File: config.mk
export PLATFORM = sky130hd
export DESIGN_NAME = mem_access_unit
export DESIGN_NICKNAME = d
export VERILOG_FILES = /design/src/rtl/mem_access_unit.sv
export SDC_FILE = /design/constraint.sdc
export NUM_CORES = 1
export LEC_CHECK = 0
export ABC_AREA = 1
export CORE_ASPECT_RATIO = 0.75
export CORE_MARGIN = 2
export CORE_UTILIZATION = 65
export DETAILED_ROUTE_END_ITERATION = 16
export DONT_BUFFER_PORTS = 1
export PLACE_DENSITY = 0.9
export SLEW_MARGIN = 20
export SYNTH_ARGS = -nofsm -noshare
export SYNTH_HDL_FRONTEND = slang
export SYNTH_SLANG_ARGS = --single-unit
File: constraint.sdc
create_clock -name clk -period 2.4 [get_ports clk]
set_input_delay 0.36 -clock clk [delete_from_list [all_inputs] [get_ports clk]]
set_output_delay 0.36 -clock clk [all_outputs]
set_load 0.02 [all_outputs]
File: src/rtl/mem_access_unit.sv
// Load/store unit: alignment check, lane steering, load extension
// and a single-outstanding req/ack bus transaction with timeout.
module mem_access_unit #(
  parameter int TIMEOUT = 255
) (
  input  logic        clk,
  input  logic        reset,
  input  logic        en_mem,
  input  logic [1:0]  W_R_mem,
  input  logic [1:0]  wordsize_mem,
  input  logic        sign_mem,
  input  logic [31:0] addr,
  input  logic [31:0] wdata,
  output logic [31:0] rdata_mem,
  output logic        done_mem,
  output logic        busy_mem,
  output logic        aligned_mem,
  output logic        bus_err,
  output logic        bus_req,
  output logic        bus_we,
  output logic [31:0] bus_addr,
  output logic [3:0]  bus_be,
  output logic [31:0] bus_wdata,
  input  logic        bus_ack,
  input  logic [31:0] bus_rdata
);

  typedef enum logic [1:0] {IDLE, REQ, DONE} state_t;

  localparam logic [15:0] TLAST = 16'(TIMEOUT - 1);

  state_t      state, state_nx;
  logic [15:0] cnt;
  logic [1:0]  ld_size;
  logic [1:0]  ld_off;
  logic        ld_sign;
  logic        start;
  logic        tmo;
  logic [3:0]  be_nx;
  logic [31:0] wdata_nx;
  logic [31:0] ext;
  logic [7:0]  rb;
  logic [15:0] rh;

  always_comb begin
    unique case (wordsize_mem)
      2'b00:   aligned_mem = 1'b1;
      2'b01:   aligned_mem = ~addr[0];
      2'b10:   aligned_mem = (addr[1:0] == 2'b00);
      default: aligned_mem = 1'b0;
    endcase
  end

  assign start = en_mem & aligned_mem &
                 ((W_R_mem == 2'b01) | (W_R_mem == 2'b10));
  assign tmo   = (state == REQ) & ~bus_ack & (cnt == TLAST);

  always_comb begin
    be_nx    = 4'b1111;
    wdata_nx = wdata;
    unique case (wordsize_mem)
      2'b00: begin
        be_nx    = 4'b0001 << addr[1:0];
        wdata_nx = {4{wdata[7:0]}};
      end
      2'b01: begin
        be_nx    = 4'b0011 << {addr[1], 1'b0};
        wdata_nx = {2{wdata[15:0]}};
      end
      default: ;
    endcase
  end

  // Extension uses the size/offset latched at start, not live inputs
  always_comb begin
    rb = 8'h00;
    unique case (ld_off)
      2'b00: rb = bus_rdata[7:0];
      2'b01: rb = bus_rdata[15:8];
      2'b10: rb = bus_rdata[23:16];
      2'b11: rb = bus_rdata[31:24];
    endcase
    rh  = ld_off[1] ? bus_rdata[31:16] : bus_rdata[15:0];
    ext = bus_rdata;
    unique case (ld_size)
      2'b00:   ext = {{24{ld_sign & rb[7]}}, rb};
      2'b01:   ext = {{16{ld_sign & rh[15]}}, rh};
      default: ext = bus_rdata;
    endcase
  end

  always_comb begin
    state_nx = state;
    unique case (state)
      IDLE:    if (start) state_nx = REQ;
      REQ:     if (bus_ack || tmo) state_nx = DONE;
      DONE:    if (!en_mem) state_nx = IDLE;
      default: state_nx = IDLE;
    endcase
  end

  assign bus_req  = (state == REQ);
  assign busy_mem = (state == REQ);
  assign done_mem = (state == DONE);

  always_ff @(posedge clk) begin
    if (reset) begin
      state     <= IDLE;
      cnt       <= '0;
      rdata_mem <= '0;
      bus_err   <= 1'b0;
      bus_we    <= 1'b0;
      bus_addr  <= '0;
      bus_be    <= '0;
      bus_wdata <= '0;
      ld_size   <= '0;
      ld_off    <= '0;
      ld_sign   <= 1'b0;
    end else begin
      state <= state_nx;
      unique case (state)
        IDLE: begin
          if (start) begin
            bus_addr  <= {addr[31:2], 2'b00};
            bus_we    <= W_R_mem[1];
            bus_be    <= be_nx;
            bus_wdata <= wdata_nx;
            ld_size   <= wordsize_mem;
            ld_off    <= addr[1:0];
            ld_sign   <= sign_mem;
            bus_err   <= 1'b0;
            cnt       <= '0;
          end
        end
        REQ: begin
          if (bus_ack) begin
            if (!bus_we) rdata_mem <= ext;
          end else if (tmo) begin
            bus_err   <= 1'b1;
            rdata_mem <= '0;
          end else begin
            cnt <= cnt + 16'd1;
          end
        end
        default: ;
      endcase
    end
  end

endmodule

==> results.py <==
metrics = {
    "outcome": {
        "outcome": "complete, no violations",
    },
    "detailed_routing": {
        "wl_mm": 16.4,
        "via_per_inst": 5.94,
        "first_iter_violations": 657,
        "route.vias.total": 5700,
        "wl_per_cell_um": 17.1,
        "final_antenna_net_count": 0,
        "drc": 0,
        "dr.pass1.iters": 6,
    },
    "yosys": {
        "yosysSeqAreaShare_pct": 41.9,
        "synth_top_area_share_pct": 41.9,
        "synth-seq-cells": 123,
        "yosys-top-cells-area": "dfxtp_1 (42%), nand2_1 (17%), a21oi_1 (8.3%)",
        "ys_top_cells_by_count": "nand2_1 (273), dfxtp_1 (123), a21oi_1 (98)",
        "synthArstFlopShare_pct": 0,
        "postSynthAreaPerCell_um2": 6.84,
        "yosysTopAreaCell": "dfxtp_1",
        "synth_area_um2": 5880,
        "yosys_warnings": 0,
        "synth_edf_count": 0,
        "synth_ff_type": "dfxtp_1",
        "syn_inst": 859,
        "synth.distinct_cells": 37,
        "yosysMostFrequentCell": "nand2_1",
    },
    "timing": {
        "worst_pin_slew_ns": 0.623,
        "hold_violations": 0,
        "layout_min_cycle_time_ns": 2.07,
        "rsz0062_at_grt": "false",
        "skew_ns": 0.00627,
        "period_share_pct": 86.3,
        "final_max_slew_viol_count": 0,
        "setup_violations": 0,
        "tns_ns": 0,
        "slew_headroom_pct": 58.4,
        "fmax_mhz": 483,
        "timing.hold.ws_ns": 0.0223,
    },
    "layout": {
        "ff_latch_area_um2": 2460,
        "diodes": 0,
        "area_growth_pct": 9.88,
        "nets": 942,
        "fill_cells": 690,
        "multi_input_area_um2": 2920,
        "drive_above_1_share_pct": 9.91,
        "utilization_pct": 72.3,
    },
    "clock_tree": {
        "cts_hold_buf": 0,
        "post_cts_resized": 0,
        "clk_pin_slew_worst_paths_ns": 0.06,
        "numCtsBuffers": 17,
        "cts_tree": "yes",
        "clockBufferDepth": 2,
        "cts_htree_levels": 4,
        "cts_post_setup_buffers_inserted": 0,
        "worstSkewPairLatency_ns": 0.41,
        "clkSinkCount": 123,
        "cts_root_buffer": "clkbuf_16",
    },
    "pwr": {
        "p_clk_share_pct": 52.3,
        "p_int_mw": 4.00,
        "p_switching_mw": 1.37,
        "seq_power_share_pct": 41.5,
        "swShare_pct": 25.5,
        "power_leakage_nw": 2.53,
        "combPwrFrac_pct": 6.2,
        "powerDensity_nw_per_um2": 832,
        "ir_drop_mv": 0.536,
    },
    "floorplan": {
        "row_count": 30,
        "die-area_um2": 9820,
        "die_h_um": 86.3,
        "die_w_um": 114,
        "start_util_pct": 65.8,
        "ioPinCount": 211,
        "core_area_um2": 8930,
    },
    "global_route": {
        "grt.overflow.total": 0,
        "antenna_found_initial": 0,
        "grt_first_pass_wirelength_mm": 25.8,
        "grt_max_degree": 88,
        "grt_usage_pct": 33.1,
        "grt_pass1_vias": 5271,
    },
    "critical_path": {
        "critPathLaunchType": "flop",
        "endpoint_kind": "flop",
        "cpMostUsedCell": "nand2_2",
        "crit_chain": "inv_2 -> nor2_8 -> nand2_2 -> nor2_1 -> nand3_2 -> nand2_2 -> inv_1 -> nand2_1 -> a21oi_1",
        "slowest_stage": "dfxtp_1",
        "ff2ff_path_depth": 9,
        "cp_max_fo": 15,
        "cp.required_ns": 2.70,
        "arrival_ns": 2.37,
        "slowest_delay_ns": 0.36,
        "path_class": "flop to flop",
    },
    "placement": {
        "port_buffers": 0,
        "dp.final_hpwl_mm": 11.3,
        "finalWeightedCongestion": 0.897,
    },
    "worst_hold_path": {
        "whs_path_depth": 1,
        "hp-class": "input port to flop",
    },
    "flow_run": {
        "cap_violations": 0,
    },
}
==> worst max-delay path: cells and delay by family, from the launching register on <==
kind,cells,cell delay [ns]
and+or+nand+nor,6,1.26
DFF,1,0.36
buffers and inverters,2,0.27
AOI/OAI and AO/OA,1,0.07
==> stage by stage <==
step | setup WS, ns | cells | power, mW | area (um2)
finish | 0.329 | 960 | 5.37 | 6460
global route | 0.204 | 960 | 5.53 | 6460
CTS | 0.357 | 960 | 5.37 | 6460
detailed placement | 0.390 | 928 | 2.60 | 5810
global placement | 0.478 | 928 | 2.58 | 5810
floorplan | 0.852 | 860 | 2.56 | 5880
==> final timing paths <==
| kind | start | end | slack [ns] |
|---|---|---|---|
| max | state[0] | cnt[8] | 0.33 |
| min reg2reg | cnt[0] | cnt[0] | 0.50 |
| min | reset | bus_addr[29] | 0.02 |
| max reg2reg | state[0] | cnt[8] | 0.33 |
==> power groups by stage <==
stage               clock network, mW  logic, mW  registers (mW)
floorplan                           0      0.307            2.25
global placement                    0      0.309            2.27
detailed placement                  0      0.325            2.27
CTS                              2.81      0.328            2.23
global route                     2.92      0.376            2.24
finish                           2.81      0.333            2.23
==> final cells by class <==
cell class / instances / area share (%)
Timing Repair Buffer: 7 / 1.01
Clock buffer: 18 / 6.80
Tap cell: 112 / 2.17
Inverter: 59 / 3.47
Multi-Input combinational cell: 627 / 45.2
Sequential cell: 123 / 38.1
Clock inverter: 14 / 3.26
==> layer usage <==
layer | part of all wire [%] | global-route usage (%) | vias to the layer above
met1 | 38 | 40.1 | 2582
met4 | 2.4 | 12.0 | 0
met2 | 48 | 55.8 | 349
met5 | 0 | 0 | -
li1 | - | - | 2730
met3 | 12 | 10.5 | 39
==> logic make-up after synthesis <==
| family | share of synthesized area [%] |
|---|---|
| AOI/OAI and AO/OA | 18.2 |
| xor gates and xnor gates | 0.894 |
| adders and majority gates | 0.426 |
| buffers and inverters | 8.54 |
| DFF | 41.9 |
| other | 0.0638 |
| and+or+nand+nor | 29.9 |
==> sequential cells by signal, summed over array words and instances, names as in the netlist <==
register   cells
bus_wdata     32
rdata_mem     32
ld_size        2
bus_addr      30
bus_be         4
ld_sign        1
cnt           16
state          2
ld_off         2
bus_we         1
bus_err        1
==> cells in the final DEF (no fill, tap or decap), types with 6 or more instances in the layout <==
| master | Yosys | routed |
|---|---|---|
| clkbuf_16 | 0 | 17 |
| inv_1 | 52 | 52 |
| nand3_1 | 39 | 39 |
| dfxtp_1 | 123 | 123 |
| o21ai_0 | 62 | 62 |
| nor2_2 | 14 | 14 |
| nor2_1 | 76 | 76 |
| nand2_1 | 273 | 273 |
| inv_2 | 6 | 6 |
| a21oi_1 | 98 | 98 |
| buf_4 | 13 | 6 |
| a21oi_2 | 11 | 11 |
| xor2_1 | 6 | 6 |
| a31oi_1 | 10 | 10 |
Power figures use the tool's default switching activity.
